===== config.mk =====
export PLATFORM = sky130hd
export DESIGN_NAME = dvfs_transition_sequencer
export DESIGN_NICKNAME = d
export VERILOG_FILES = /design/src/rtl/dvfs_transition_sequencer.sv
export SDC_FILE = /design/constraint.sdc
export NUM_CORES = 1
export LEC_CHECK = 0
export ABC_AREA = 1
export BUFFER_PORTS_ARGS = -buffer_cell sky130_fd_sc_hd__buf_4
export CORE_AREA = 2 2 75 77
export CTS_BUF_LIST = sky130_fd_sc_hd__clkbuf_8 sky130_fd_sc_hd__clkbuf_16
export DETAILED_ROUTE_END_ITERATION = 6
export DIE_AREA = 0 0 77 79
export PLACE_DENSITY = 0.83
export SLEW_MARGIN = 30
export SYNTH_ARGS = -nofsm -noshare
export SYNTH_HDL_FRONTEND = slang
export SYNTH_SLANG_ARGS = --single-unit

===== constraint.sdc =====
create_clock -name clk -period 3.42 [get_ports clk]
set_input_delay 0 -clock clk [delete_from_list [all_inputs] [get_ports clk]]
set_output_delay 0 -clock clk [all_outputs]
set_load 0.03 [all_outputs]

===== src/rtl/dvfs_transition_sequencer.sv =====
// dvfs_transition_sequencer
// Applies per-domain voltage/frequency targets for core1, core2 and mem one
// domain at a time over a shared regulator port. When the voltage rises, V is
// applied before F; otherwise F is applied before V. Domains are served in
// round-robin order starting from rr_ptr.
module dvfs_transition_sequencer #(
  parameter int             VW         = 2,
  parameter int             FW         = 3,
  parameter int             SETTLE_CYC = 16,
  parameter int             FLOCK_CYC  = 8,
  parameter int             CNTW       = 5,
  parameter logic [VW-1:0]  RST_V      = 2'b01,
  parameter logic [FW-1:0]  RST_F      = 3'b010
) (
  input  logic            clk,
  input  logic            rst_n,
  input  logic [3*VW-1:0] tgt_v,
  input  logic [3*FW-1:0] tgt_f,
  input  logic            hold,
  input  logic            vreg_ack,
  output logic            vreg_req,
  output logic [1:0]      vreg_dom,
  output logic [VW-1:0]   vreg_lvl,
  output logic [3*VW-1:0] cur_v,
  output logic [3*FW-1:0] cur_f,
  output logic            busy,
  output logic            done,
  output logic [1:0]      act_dom
);

  typedef enum logic [2:0] {
    IDLE     = 3'd0,
    V_REQ    = 3'd1,
    V_SETTLE = 3'd2,
    F_LOCK   = 3'd3,
    COMPLETE = 3'd4
  } state_t;

  state_t                state, state_next;
  logic [2:0][VW-1:0]    tv, cv;
  logic [2:0][FW-1:0]    tf, cf;
  logic [2:0]            pending;
  logic                  pick_valid;
  logic [1:0]            pick_dom, rr_ptr, dom;
  logic [VW-1:0]         snap_v;
  logic [FW-1:0]         snap_f;
  logic [CNTW-1:0]       cnt;
  logic [1:0]            ent_dom;
  logic [FW-1:0]         ent_f;
  logic                  vreg_req_q, busy_q, done_q;

  assign tv       = tgt_v;
  assign tf       = tgt_f;
  assign cur_v    = cv;
  assign cur_f    = cf;
  assign vreg_req = vreg_req_q;
  assign vreg_dom = dom;
  assign vreg_lvl = snap_v;
  assign busy     = busy_q;
  assign done     = done_q;
  assign act_dom  = dom;

  // Find the first pending domain, scanning rr_ptr, rr_ptr+1, rr_ptr+2 (mod 3).
  always_comb begin
    // NOTE: every combinational output gets a default first so no path leaves it unassigned (no latch).
    pending  = '0;
    pick_dom = rr_ptr;
    for (int d = 0; d < 3; d++) begin
      pending[d] = (tv[d] != cv[d]) || (tf[d] != cf[d]);
    end
    pick_valid = |pending;
    // Walk from farthest to nearest so the nearest pending domain wins.
    for (int k = 2; k >= 0; k--) begin
      int idx;
      idx = int'(rr_ptr) + k;
      if (idx >= 3) idx = idx - 3;
      if (pending[idx]) pick_dom = 2'(idx);
    end
  end

  // Domain/frequency written on F_LOCK entry: freshly picked in IDLE, else the latched one.
  always_comb begin
    ent_dom = dom;
    ent_f   = snap_f;
    if (state == IDLE) begin
      ent_dom = pick_dom;
      ent_f   = tf[pick_dom];
    end
  end

  // Next-state logic for the V/F ordering sequence.
  always_comb begin
    state_next = state;
    case (state)
      IDLE: begin
        if (!hold && pick_valid) begin
          if (tv[pick_dom] > cv[pick_dom])       state_next = V_REQ;
          else if (tf[pick_dom] != cf[pick_dom]) state_next = F_LOCK;
          else                                   state_next = V_REQ;
        end
      end
      V_REQ:    if (vreg_req_q && vreg_ack) state_next = V_SETTLE;
      V_SETTLE: if (cnt == '0) state_next = (snap_f != cf[dom]) ? F_LOCK : COMPLETE;
      F_LOCK:   if (cnt == '0) state_next = (snap_v != cv[dom]) ? V_REQ : COMPLETE;
      COMPLETE: state_next = IDLE;
      default:  state_next = IDLE;
    endcase
  end

  // State register.
  always_ff @(posedge clk or negedge rst_n) begin
    if (!rst_n) state <= IDLE;
    // NOTE: sequential state always uses non-blocking assignment so all flops update together.
    else        state <= state_next;
  end

  // Datapath: snapshot, applied V/F, settle/lock counter, round-robin pointer, registered outputs.
  always_ff @(posedge clk or negedge rst_n) begin
    if (!rst_n) begin
      // NOTE: the applied V/F array is architectural state, so it is reset like any control flop.
      cv         <= {3{RST_V}};
      cf         <= {3{RST_F}};
      dom        <= '0;
      rr_ptr     <= '0;
      snap_v     <= '0;
      snap_f     <= '0;
      cnt        <= '0;
      vreg_req_q <= 1'b0;
      busy_q     <= 1'b0;
      done_q     <= 1'b0;
    end else begin
      vreg_req_q <= (state_next == V_REQ);
      busy_q     <= (state_next != IDLE);
      done_q     <= (state_next == COMPLETE);

      if (state == IDLE && state_next != IDLE) begin
        dom    <= pick_dom;
        snap_v <= tv[pick_dom];
        snap_f <= tf[pick_dom];
      end

      if (state == V_REQ && state_next == V_SETTLE) begin
        cv[dom] <= snap_v;
        cnt     <= CNTW'(SETTLE_CYC - 1);
      end else if (state_next == F_LOCK && state != F_LOCK) begin
        cf[ent_dom] <= ent_f;
        cnt         <= CNTW'(FLOCK_CYC - 1);
      end else if (cnt != '0) begin
        cnt <= cnt - 1'b1;
      end

      if (state == COMPLETE) rr_ptr <= (dom == 2'd2) ? 2'd0 : dom + 2'd1;
    end
  end

endmodule


Word-level counts from Yosys, hierarchy flattened:

Cells that the tools add are included.

* output and inout bits: 24
* input bits: 19
* flip-flop bits (word level): 35
* word-level logic and storage cells: 120

* reduce and logical (&&, ||, !) cells: 18
* bitwise gates (word level): 1
* magnitude comparators: 12
* multiplexer cells: 48
* add/subtract/negate cells: 7
* equal/unequal tests: 19

Operators by type and width (count)
* less-than comparator 32 x 4 -> 1 bit, second input constant: 3
* two-way mux 32 bit: 3
* two-way mux 3 bit: 11
* two-way mux 2 bit: 11
* binary-select mux 3 bit (select 2 bit): 3
* two-way mux 5 bit: 3
* inequality test 3 bit: 5
* binary-select mux 2 bit (select 2 bit): 3
* equality test 3 x 2 -> 1 bit, second input constant: 4
* case mux 3 bit (4 select lines): 1
* bitwise mux 9 bit: 1
* less-than comparator 2 x 3 -> 1 bit, second input constant: 3
* inequality test 2 bit: 4
* subtractor 3 x 2 -> 4 bit, second input constant: 2
* logical AND 1 bit: 7
* binary-select mux 1 bit (select 2 bit): 3
* bitwise mux 6 bit: 1
* demux 3 bit (select 2 bit): 1
* equality test 3 x 1 -> 1 bit, second input constant: 2
* equality test 3 bit, second input constant: 2
* greater-or-equal comparator 3 x 2 -> 1 bit, second input constant: 2
* two-way mux 1 bit: 6
* nonzero test 3 bit: 2
* logical NOT 5 bit: 1
* 18 further kinds: 21

Logic depth before layout (Yosys ltp):

Gate-level depths: netlist of run 1.

* word-level depth: 20
* mapped depth: 25
* depth with buffers taken out: 25

Worst setup path before layout of run 1:

No wires, ideal clock.

* path kind: register to register
* from: reg cf, in the netlist cur_f[4]
* to: reg cnt[3]
* setup slack: 56 ps
* stages on the path, launching flop included: 26
* path buffers: 2
* arrival: 3245 ps
* setup time: 120 ps
* cells stage by stage: dfstp_2 -> inv_2 -> nand2_1 -> nand2_1 -> nor2_2 -> nand3_2 -> nand2_1 -> nand3_1 -> nand2_1 -> nand3_1 -> nand2_2 -> nand2_2 -> buf_6 -> buf_6 -> or2_2 -> a32oi_1 -> ha_1 -> inv_1 -> a21oi_1 -> a21oi_1 -> nor3_1 -> nand2_2 -> a21oi_4 -> nand2_1 -> nand2_1 -> nand2_1

* cells in the longest elaborated chain, start to end: 19

RTL lines
* from (decl): RTL line 41 `logic [2:0][FW-1:0] tf, cf;`
* from (signal assigned): RTL line 122 `cf <= {3{RST_F}};`
* from (signal, indexed assignment): RTL line 146 `cf[ent_dom] <= ent_f;`
* inequality test 3 bit: RTL line 69 `pending[d] = (tv[d] != cv[d]) || (tf[d] != cf[d]);`
* logical OR 1 bit: RTL line 69
* binary-select mux 1 bit (select 2 bit): RTL line 77 `if (pending[idx]) pick_dom = 2'(idx);`
* two-way mux 1 bit (implied by the code) (2 in a row): RTL line 77
* two-way mux 2 bit (3 in a row): RTL line 77
* binary-select mux 3 bit (select 2 bit): RTL line 98 `else if (tf[pick_dom] != cf[pick_dom]) state_next = F_LOCK;`
* two-way mux 3 bit (implied by the code): RTL line 98
* inequality test 3 bit: RTL line 98
* two-way mux 2 bit: RTL line 98
* two-way mux 2 bit: RTL line 97 `if (tv[pick_dom] > cv[pick_dom]) state_next = V_REQ;`
* two-way mux 3 bit: RTL line 96 `if (!hold && pick_valid) begin`
* case mux 3 bit (4 select lines) (*): RTL line 94 `case (state)`
* equality test 3 x 2 -> 1 bit: RTL line 145 `end else if (state_next == F_LOCK && state != F_LOCK) begin`
* logical AND 1 bit: RTL line 145
* two-way mux 5 bit: RTL line 145
* two-way mux 5 bit: RTL line 142 `if (state == V_REQ && state_next == V_SETTLE) begin`
* to (signal assigned): RTL line 144 `cnt <= CNTW'(SETTLE_CYC - 1);`
* to (signal assigned): RTL line 147 `cnt <= CNTW'(FLOCK_CYC - 1);`
* to (signal assigned): RTL line 149 `cnt <= cnt - 1'b1;`
* to (decl): RTL line 47 `logic [CNTW-1:0] cnt;`

Mark *: on every way between the ends. The rest lies on a longest branch, timed or not. The select of a mux whose other input is x is not followed.
A chain may end at the register's enable or synchronous reset.

Worst setup path after layout of run 1:

* from: reg cf, in the netlist cur_f[4]
* to: reg cf, in the netlist cur_f[6]

* cells in the longest elaborated chain, start to end: 19

RTL lines (RTL line)
* inequality test 3 bit: 69
* logical OR 1 bit: 69
* binary-select mux 1 bit (select 2 bit): 77
* two-way mux 1 bit (implied by the code) (2 in a row): 77
* two-way mux 2 bit (3 in a row): 77
* binary-select mux 3 bit (select 2 bit), on equally long branches: 87, 98
* two-way mux 3 bit, on equally long branches: 87, 98
* inequality test 3 bit: 98
* two-way mux 2 bit: 98
* two-way mux 2 bit: 97
* two-way mux 3 bit: 96
* case mux 3 bit (4 select lines): 94
* equality test 3 x 2 -> 1 bit: 142
* logical AND 1 bit: 142
* NOT 1 bit (no source line)
* AND reduction 2 bit (no source line)

Parallel ways exist; a longest one is shown, timed or not. The select of a mux whose other input is x is not followed.

==> metrics.txt, run 1 <==
status=complete, no violations; row cnt=27; Root Buffer=clkbuf_8; Final Cycle Share=96.9%; P&R area growth vs syn=33.2%; Max Root-Sink Buffers=2; Clock Latency Late Sink=roughly 0.28 ns; Req. time, crit path=around 3.7 ns; FF-to-FF setup slack=~0.11 ns; layout cells sized above 1=30.9%; Pre-Repair DR Iteration Count=6; Final ANT Viol Nets=0; GRT overflow=0; Reg area=between 800 and 900 µm²; Multi-input gate area=between 1500 and 2000 µm²; P_int=between 1.5 and 2 mW; Via density=around 5.4; Post-Syn Instances=~390; Syn Std Cell Area=around 2600 µm²; Synth Warn #=0; max incr delay on CP=about 0.55 ns; Clock Sinks=35; port bufs=42; critical path class=flip-flop to flip-flop; Synth top area share=between 20% and 30%; Max Freq=approximately 300 MHz; Mean Syn Cell Area=approximately 6.7 µm²; R2R cell count=20; Least-Margin Pin Slew=approximately 0.55 ns; Die ar.=approximately 6000 µm²; Clock power frac=roughly 11%; n_diodes=0; Critical Path Most Common Cell=nand2_2; Starting DRT DRC Count=306; CP Cell Sequence=inv_2, nand2_2, nand2_2, nor2_4, nand3_2, o211ai_4, nand2_2, nand2_2, nand2_4, o21ai_0, o21ai_2, ha_1, a21oi_2, a21oi_2, nor3_2, nand2_2, a21oi_4, buf_6, nand4_1, nand2_1; Yosys cell types=30; setup_tns=0 ns; Min-Delay Path Depth=4; Final HPWL DP=roughly 5.6 mm; Inst Count DP=~510; clock skew=0.00617 ns; leakage power=1.78 nW; Setup Viol. Count Final=0; # IOs=43; CP max stage cell=dfstp_2; GRT Util Overall=between 20% and 30%; hold crit path type=input pin to flip-flop; initial antenna violation count=0; largest net degree at the start of global routing=36; vias in the first global route=roughly 2700; WL per Instance=~14 µm; fill count=about 480; Power Density=between 800 and 900 nW/µm²; Seq pwr share=around a quarter; Worst slew margin=63.3%; Fin. Hold Viols=0; DRC Markers=0; Final #Nets=approximately 490; Slew Limit Fails=0; area leader, netlist=dfrtp_1; Chip Width=around 77 µm; Yosys reg bits=35; crit-path max FO=6; first-pass GRT wire length=12.1 mm; IR drop worst, VDD=between 500 and 600 µV; end of the worst hold path=state[0]; crit path capture type=flip-flop; H-tree levels=2; sequential-to-total area share from yosys stat=roughly a third; CTS tree=built; Total Wirelength=around 7.6 mm; P_sw=approximately 1.5 mW; CP Launch Type=flip-flop; Critical R2R Launch=cur_f[4]; worst path bufs/invs=2; sw frac=between 40% and 50%; Critical Path AT=3.54 ns; RSZ-0062 raised after global routing=yes; CTS buffer count=5; non-filler instance count after layout=535; Initial Util=between 40 and 50%; Vert. Die Dim=a little under 80 µm; Reg clk slew, reported paths=0.07 ns; worst r2r dst=cur_f[6]; top cells by area, synth=dfrtp_1, nand2_1, inv_1; kind of cell adding the most delay to the critical path=compound AO/OA/AOI/OAI gates; CORE AREA=between 5000 and 6000 µm²; Comb pwr share=between 60% and 70%; minimum clock period=~3.3 ns; max-capacitance violation count=0; GP Congestion=about 1; vias=~2900; HP Start=vreg_ack; syn_nets=a little over 400
## area by class of cell
cell class | count | area share, %
Clock buffer | 7 | 2.79
Clock inverter | 1 | 0.217
Inverter | 55 | 6.04
Multi-Input combinational cell | 291 | 46.3
Sequential cell | 35 | 25.6
Tap cell | 72 | 2.61
Timing Repair Buffer | 74 | 16.5
## kinds of logic after synthesis
kind of cell               synth area share, %
and+or+nand+nor                           37.9
buffers and inverters                     10.4
AOI/OAI and AO/OA                         11.6
DFF                                       34.0
xor gates and xnor gates                  3.71
adders and majority gates                 2.41
## routing by layer
layer / routed length [µm] / share of wire [%] / track usage (%)
met5: 0 / 0 / 0
met1: 3130 / 41 / 31.7
met3: 551 / 7.3 / 3.86
met2: 3640 / 48 / 40.9
met4: 240 / 3.2 / 11.6
## state kept, by name (all words and copies together), names as in the netlist
signal and cells:
vreg_lvl 2, vreg_req 1, act_dom 2, rr_ptr 2
cnt 5, done 1, busy 1, state 3
snap_f 3, cur_f 9, cur_v 6
## worst max path at each step
stage,from,slack [ns],cells past startpoint,endpoint
4_1_cts,cur_f[1],0.005,23,cnt[3]
5_1_grt,cur_f[5],-0.16,24,cur_f[6]
2_1_floorplan,cur_f[4],0.06,25,cnt[3]
3_3_place_gp,cur_f[4],0.04,23,cnt[3]
6_report,cur_f[4],0.11,20,cur_f[6]
3_5_place_dp,cur_f[4],-0.03,23,cnt[3]
## power by group through the flow
stage / Clock, mW / Sequential, mW / Combinational, mW
2_1_floorplan: 0 / 0.919 / 1.03
3_3_place_gp: 0 / 0.734 / 1.69
3_5_place_dp: 0 / 0.739 / 1.72
4_1_cts: 0.338 / 0.733 / 1.74
5_1_grt: 0.353 / 0.757 / 2.22
6_report: 0.337 / 0.738 / 2.00
## metrics by stage
stage / power (mW) / cell area, µm² / hold slack [ns] / utilization, % / setup slack, ns
floorplan: 1.95 / 2590 / -0.296 / - / 0.0555
global placement: 2.42 / 3060 / -0.0270 / 57.3 / 0.0395
detailed placement: 2.46 / 3060 / -0.0216 / 57.3 / -0.0253
CTS: 2.81 / 3180 / 0.0625 / 59.5 / 0.00522
global route: 3.33 / 3460 / 0.0941 / 64.8 / -0.161
finish: 3.08 / 3460 / 0.0700 / 64.8 / 0.107
## layout by cell type, fill, tap and decap left out, types with 3 or more instances in the layout
cell      count
a21oi_1       4
buf_4        70
buf_6         3
clkbuf_8      7
dfrtp_1      27
dfstp_2       6
ha_1          3
inv_1        45
inv_2         9
nand2_1     129
nand2_2      12
nand3_1      21
nand3_2      11
nand4_1      17
nor2_1       18
nor2_2        5
nor2_4        3
nor3_1        5
o21ai_0      28
o221ai_1      4
xnor2_1       4
xor2_1        7
## worst reg2reg max path, stage by stage (launching register included)
cell and delay (ns):
dfstp_2 0.55, inv_2 0.06, nand2_2 0.06, nand2_2 0.06
nor2_4 0.10, nand3_2 0.13, o211ai_4 0.26, nand2_2 0.11
nand2_2 0.11, nand2_4 0.08, o21ai_0 0.31, o21ai_2 0.12
ha_1 0.34, a21oi_2 0.14, a21oi_2 0.04, nor3_2 0.11
nand2_2 0.10, a21oi_4 0.23, buf_6 0.15, nand4_1 0.08
nand2_1 0.11
## synthesized netlist by cell type
| cell | instances |
|---|---|
| xor2_1 | 7 |
| xnor2_1 | 4 |
| buf_2 | 2 |
| dfrtp_1 | 29 |
| dfstp_2 | 6 |
| nand2_1 | 138 |
| a22o_1 | 1 |
| ha_1 | 5 |
| nand3_2 | 4 |
| inv_1 | 50 |
| o2111ai_1 | 1 |
| a221oi_1 | 1 |
| a32oi_1 | 2 |
| nor2_1 | 23 |
| o221ai_1 | 4 |
| nor2_2 | 3 |
| buf_6 | 3 |
| a21oi_4 | 1 |
| o211ai_2 | 1 |
| nand2_2 | 5 |
| or2_2 | 2 |
| nor3_1 | 6 |
| buf_4 | 2 |
| clkbuf_1 | 1 |
| a21oi_1 | 6 |
| nand3_1 | 28 |
| nand4_1 | 17 |
| o21ai_0 | 30 |
| o22ai_1 | 2 |
| inv_2 | 5 |
## what timing repair did
item	in CTS	in global routing
pin swaps	0	28
setup endpoints to repair	11	17
buffers inserted	0	15
gates resized for setup	3	46
hold buffers	1	0
gates cloned	0	0
hold endpoints to repair	35	0
Power figures use the tool's default switching activity.
==> run 2, diff against run 1 <==
--- a/config.mk
+++ b/config.mk
@@ -12,6 +12,7 @@
 export DETAILED_ROUTE_END_ITERATION = 6
 export DIE_AREA = 0 0 77 79
 export PLACE_DENSITY = 0.83
+export SETUP_SLACK_MARGIN = 0.3
 export SLEW_MARGIN = 30
 export SYNTH_ARGS = -nofsm -noshare
 export SYNTH_HDL_FRONTEND = slang
==> metrics.txt, run 2 (synthesis gave the netlist of run 1 again) <==
status=complete, no violations (unchanged); WL per Instance=14.7 µm (was 14.1 µm); Comb pwr share=66.1% (was 65.0%); Final HPWL DP=5.77 mm (was 5.61 mm); Reg area=887 µm² (was 886 µm²); setup_tns=0 ns (unchanged); Clock Latency Late Sink=0.29 ns (was 0.28 ns); n_diodes=0 (unchanged); Power Density=878 nW/µm² (was 890 nW/µm²); IR drop worst, VDD=555 µV (was 550 µV); Starting DRT DRC Count=275 (was 306); Chip Width=77 µm (unchanged); most common cell after layout, fill and taps aside=nand2_1 (unchanged); CP max stage cell=dfrtp_2 (was dfstp_2); Max Freq=307 MHz (was 302 MHz); Final #Nets=488 (was 486); hold crit path type=input pin to flip-flop (unchanged); initial antenna violation count=0 (unchanged); Multi-input gate area=1620 µm² (was 1600 µm²); sw frac=51.1% (was 49.9%); most frequent cells in the layout=nand2_1, buf_4, inv_1 (unchanged); H-tree levels=2 (unchanged); CP Cell Sequence=nand2_1, o21ai_0, nor2_2, nand3_4, o211ai_4, nand2_2, nor2_2, nand2_2, nand2_4, inv_4, nor2_4, nand2_2, o21ai_2, ha_1, a21oi_2, a21oi_1, nor3_2, nand2_2, a21oi_4, buf_6, nand4_1, nand2_1 (was inv_2, nand2_2, nand2_2, nor2_4, nand3_2, o211ai_4, nand2_2, nand2_2, nand2_4, o21ai_0, o21ai_2, ha_1, a21oi_2, a21oi_2, nor3_2, nand2_2, a21oi_4, buf_6, nand4_1, nand2_1); layout cells sized above 1=32.3% (was 30.9%); Vert. Die Dim=79 µm (unchanged); Fin. Hold Viols=0 (unchanged); number of flip-flops under the largest register name=9 (unchanged); Pre-Repair DR Iteration Count=7 (was 6); kind of cell adding the most delay to the critical path=simple AND/OR/NAND/NOR gates (was compound AO/OA/AOI/OAI gates); Critical Path AT=3.47 ns (was 3.54 ns); Final ANT Viol Nets=0 (unchanged); Critical Path Most Common Cell=nand2_2 (unchanged); Inst Count DP=508 (was 511); final core utilization=65.3% (was 64.8%); minimum clock period=3.26 ns (was 3.31 ns); slack of the critical path=0.163 ns (was 0.107 ns); P&R area growth vs syn=34.3% (was 33.2%); CTS tree=built (unchanged); Clock power frac=9.4% (was 11.0%); total chip power=3.06 mW (was 3.08 mW); clock skew=0.0123 ns (was 0.00617 ns); P_sw=1.56 mW (was 1.54 mW); P_int=1.50 mW (was 1.54 mW); GRT overflow=0 (unchanged); Final Cycle Share=95.2% (was 96.9%); RSZ-0062 raised after global routing=yes (unchanged); Clock Sinks=35 (unchanged); # IOs=43 (unchanged); worst slack, placed=0.0237 ns (was -0.0253 ns); DRC Markers=0 (unchanged); max-capacitance violation count=0 (unchanged); first-pass GRT wire length=12.6 mm (was 12.1 mm); Worst slew margin=58.4% (was 63.3%); GP Congestion=0.939 (was 0.995); non-filler instance count after layout=537 (was 535); smallest hold slack=0.0636 ns (was 0.0700 ns); CORE AREA=5340 µm² (unchanged); fin area=3490 µm² (was 3460 µm²); GRT Util Overall=25.9% (was 24.6%); leakage power=1.79 nW (was 1.78 nW); Post-DP Area=3050 µm² (was 3060 µm²); Via density=5.33 (was 5.42); Root Buffer=clkbuf_8 (unchanged); crit path capture type=flip-flop (unchanged); Least-Margin Pin Slew=0.619 ns (was 0.546 ns); Slew Limit Fails=0 (unchanged); crit-path max FO=8 (was 6); Req. time, crit path=3.64 ns (was 3.65 ns); CP Launch Type=flip-flop (unchanged); vias=2863 (was 2902); Total Wirelength=7.90 mm (was 7.56 mm); largest net degree at the start of global routing=36 (unchanged); worst path bufs/invs=2 (unchanged); port bufs=42 (unchanged); Die ar.=6080 µm² (unchanged); Max Root-Sink Buffers=2 (unchanged); row cnt=27 (unchanged); Setup Viol. Count Final=0 (unchanged); max incr delay on CP=0.45 ns (was 0.55 ns); Initial Util=48.6% (unchanged); fill count=472 (was 483); vias in the first global route=2723 (was 2681); Reg clk slew, reported paths=0.08 ns (was 0.07 ns); critical path class=flip-flop to flip-flop (unchanged); Seq pwr share=24.5% (was 24.0%); CTS buffer count=5 (unchanged)
run 2: area by class of cell:
type | count | area share [%]
Sequential cell | 35 | 25.4
Multi-Input combinational cell | 291 | 46.4
Tap cell | 72 | 2.58
Timing Repair Buffer | 76 | 17.1
Inverter | 55 | 6.07
Clock inverter | 3 | 0.431
Clock buffer | 5 | 1.97
run 2: routing by layer:
| metal | GRT usage, % | routed length (µm) | up-vias |
|---|---|---|---|
| li1 | - | - | 1404 |
| met1 | 34.0 | 3360 | 1308 |
| met2 | 43.9 | 3770 | 131 |
| met3 | 5.45 | 608 | 20 |
| met4 | 6.79 | 164 | 0 |
| met5 | 0 | 0 | - |
run 2: path summary, 6_finish.rpt:
kind                            startpoint  endpoint  slack [ns]  cells past startpoint
worst max-delay path              cur_f[5]  cur_f[3]        0.16                     22
worst min-delay path              vreg_ack  state[0]        0.06                      4
worst max register to register    cur_f[5]  cur_f[3]        0.16                     22
worst min register to register    cur_f[1]  cur_f[1]        0.51                      2
max in group asynchronous            rst_n  cur_f[4]        2.88                      2
min in group asynchronous            rst_n      busy        0.19                      2
run 2: repair_timing:
item | CTS | global route
gates resized for setup | 19 | 38
setup endpoints to repair | 16 | 17
pin swaps | 24 | 32
gates cloned | 1 | 0
buffers inserted | 9 | 10
hold buffers | 1 | 0
hold endpoints to repair | 35 | 0
run 2: tightest hold or removal path: cells and delay by family:
kind | cells | cell delay, ns
buffers and inverters | 2 | 0.12
and+or+nand+nor | 1 | 0.12
AOI/OAI and AO/OA | 1 | 0.05
run 2: power by group through the flow:
stage,combinational (mW),clock (mW),sequential (mW)
floorplan,1.04,0,0.919
detailed placement,1.71,0,0.747
CTS,1.84,0.293,0.739
finish,2.02,0.288,0.749
global placement,1.67,0,0.742
global route,2.23,0.312,0.766
==> run 3, diff against run 2 <==
--- a/config.mk
+++ b/config.mk
@@ -12,6 +12,7 @@
 export DETAILED_ROUTE_END_ITERATION = 6
 export DIE_AREA = 0 0 77 79
 export PLACE_DENSITY = 0.83
+export RECOVER_POWER = 100
 export SETUP_SLACK_MARGIN = 0.3
 export SLEW_MARGIN = 30
 export SYNTH_ARGS = -nofsm -noshare
==> metrics.txt, run 3 (synthesis gave the netlist of run 1 again) <==
DRC Markers=0 (unchanged); row cnt=27 (unchanged); IR drop worst, VDD=549 µV (was 555 µV); Inst Count DP=508 (unchanged); GRT Util Overall=25.9% (unchanged); hold crit path type=input pin to flip-flop (unchanged); Max Freq=303 MHz (was 307 MHz); number of flip-flops under the largest register name=9 (unchanged); non-filler instance count after layout=537 (unchanged); Initial Util=48.6% (unchanged); critical path class=flip-flop to flip-flop (unchanged); Total Wirelength=7.93 mm (was 7.90 mm); CP Launch Type=flip-flop (unchanged); layout cells sized above 1=26.9% (was 32.3%); GP Congestion=0.939 (unchanged); Reg area=883 µm² (was 887 µm²); max incr delay on CP=0.66 ns (was 0.45 ns); Worst slew margin=-21.2% (was 58.4%); max-capacitance violation count=1 (was 0); Slew Limit Fails=36 (was 0); Final ANT Viol Nets=0 (unchanged); RSZ-0062 raised after global routing=yes (unchanged); M2 GR Usage=43.9% (unchanged); clock skew=0.0132 ns (was 0.0123 ns); port bufs=42 (unchanged); largest net degree at the start of global routing=36 (unchanged); H-tree levels=2 (unchanged); crit-path max FO=8 (unchanged); most frequent cells in the layout=nand2_1, buf_4, inv_1 (unchanged); vias=2889 (was 2863); met1 Use GR=34.0% (unchanged); Chip Width=77 µm (unchanged); CORE AREA=5340 µm² (unchanged); Most Crowded Layer GR=met2 (unchanged); most common cell after layout, fill and taps aside=nand2_1 (unchanged); Critical Path Most Common Cell=nand2_2 (unchanged); fill count=497 (was 472); CP max stage cell=dfstp_1 (was dfrtp_2); Setup Viol. Count Final=0 (unchanged); Vert. Die Dim=79 µm (unchanged); CTS tree=built (unchanged); Clock Latency Late Sink=0.29 ns (about the same); crit path capture type=flip-flop (unchanged); Req. time, crit path=3.65 ns (was 3.64 ns); Via density=5.38 (was 5.33); Final #Nets=488 (unchanged); met3 demand-to-capacity share in global routing=5.45% (unchanged); Multi-input gate area=1620 µm² (about the same); Pre-Repair DR Iteration Count=6 (was 7); GRT overflow=0 (unchanged); Max Root-Sink Buffers=2 (unchanged); Least-Margin Pin Slew=1.82 ns (was 0.619 ns); P&R area growth vs syn=31.2% (was 34.3%); total chip power=2.99 mW (was 3.06 mW); first-pass GRT wire length=12.6 mm (unchanged); kind of cell adding the most delay to the critical path=simple AND/OR/NAND/NOR gates (unchanged); minimum clock period=3.30 ns (was 3.26 ns); n_diodes=0 (unchanged); Final Cycle Share=96.6% (was 95.2%); Starting DRT DRC Count=269 (was 275); worst path bufs/invs=2 (unchanged); CP Cell Sequence=xnor2_2, nand3_4, o211ai_4, nand2_2, nor2_2, nand2_2, nand2_4, inv_4, nor2_4, a32oi_2, ha_1, a21oi_2, a21oi_1, nor3_2, nand2_2, a21oi_4, buf_6, nand4_1, nand2_1 (was nand2_1, o21ai_0, nor2_2, nand3_4, o211ai_4, nand2_2, nor2_2, nand2_2, nand2_4, inv_4, nor2_4, nand2_2, o21ai_2, ha_1, a21oi_2, a21oi_1, nor3_2, nand2_2, a21oi_4, buf_6, nand4_1, nand2_1); failing checks=max-capacitance violations, max-slew violations; Clock Sinks=35 (unchanged); Reg clk slew, reported paths=0.07 ns (was 0.08 ns); Critical Path AT=3.53 ns (was 3.47 ns); WL per Instance=14.8 µm (was 14.7 µm); Root Buffer=clkbuf_8 (unchanged); initial antenna violation count=0 (unchanged); Fin. Hold Viols=0 (unchanged); # IOs=43 (unchanged); vias in the first global route=2723 (unchanged); CTS buffer count=5 (unchanged); Power Density=879 nW/µm² (was 878 nW/µm²); leakage power=1.71 nW (was 1.79 nW); Die ar.=6080 µm² (unchanged); status=finished with violations (was complete, no violations); Final HPWL DP=5.77 mm (unchanged)
run 3: changes by cell type in the layout (fill, tap and decap cells not counted), sizes merged:
cell    change
buf        -20
clkbuf     +20
run 3: layer usage:
layer	part of all wire (%)	up-vias
met5	0	-
met1	42	1324
li1	-	1405
met3	8.3	23
met2	47	137
met4	2.4	0
run 3: worst min-delay path: cells and delay by family:
kind / cells / cell delay (ns)
AOI/OAI and AO/OA: 1 / 0.05
and+or+nand+nor: 1 / 0.11
buffers and inverters: 2 / 0.12
run 3: where the power goes:
part	total, mW	switching (mW)	internal [mW]
logic	1.96	1.26	0.696
registers	0.743	0.151	0.592
clock network	0.290	0.152	0.138
total	2.99	1.57	1.43
run 3: final timing paths:
| check | slack (ns) | to | from | cells past startpoint |
|---|---|---|---|---|
| worst max register to register | 0.12 | cur_f[4] | cur_v[2] | 19 |
| worst max-delay path | 0.12 | cur_f[4] | cur_v[2] | 19 |
| min in group asynchronous | 0.73 | busy | rst_n | 2 |
| worst min register to register | 0.52 | cur_f[1] | cur_f[1] | 2 |
| worst min-delay path | 0.06 | state[0] | vreg_ack | 4 |
| max in group asynchronous | 1.63 | cur_f[3] | rst_n | 2 |
run 3: through the flow:
stage	TNS [ns]	cell area (µm²)	worst slack, ns	utilization [%]	hold slack [ns]
2_1_floorplan	0	2610	0.0972	-	-0.296
3_5_place_dp	0	3050	0.0237	57.2	-0.0268
6_report	0	3400	0.115	63.8	0.0609
3_3_place_gp	0	3050	0.0836	57.2	-0.0284
4_1_cts	0	3290	0.112	61.6	0.0462
5_1_grt	-0.372	3400	-0.0570	63.8	0.0990
run 3: final cells by class:
type,instances,area share [%]
Timing Repair Buffer,76,15.3
Tap cell,72,2.65
Multi-Input combinational cell,291,47.4
Clock buffer,5,2.02
Sequential cell,35,25.9
Clock inverter,3,0.441
Inverter,55,6.21
run 3: what timing repair did:
item                                    CTS  global route
hold buffers                              1             0
hold endpoints to repair                 35             0
resized for setup                        19            38
gates cloned                              1             0
pin swaps                                24            32
setup buffers                             9            10
endpoints found under the setup margin   16            17
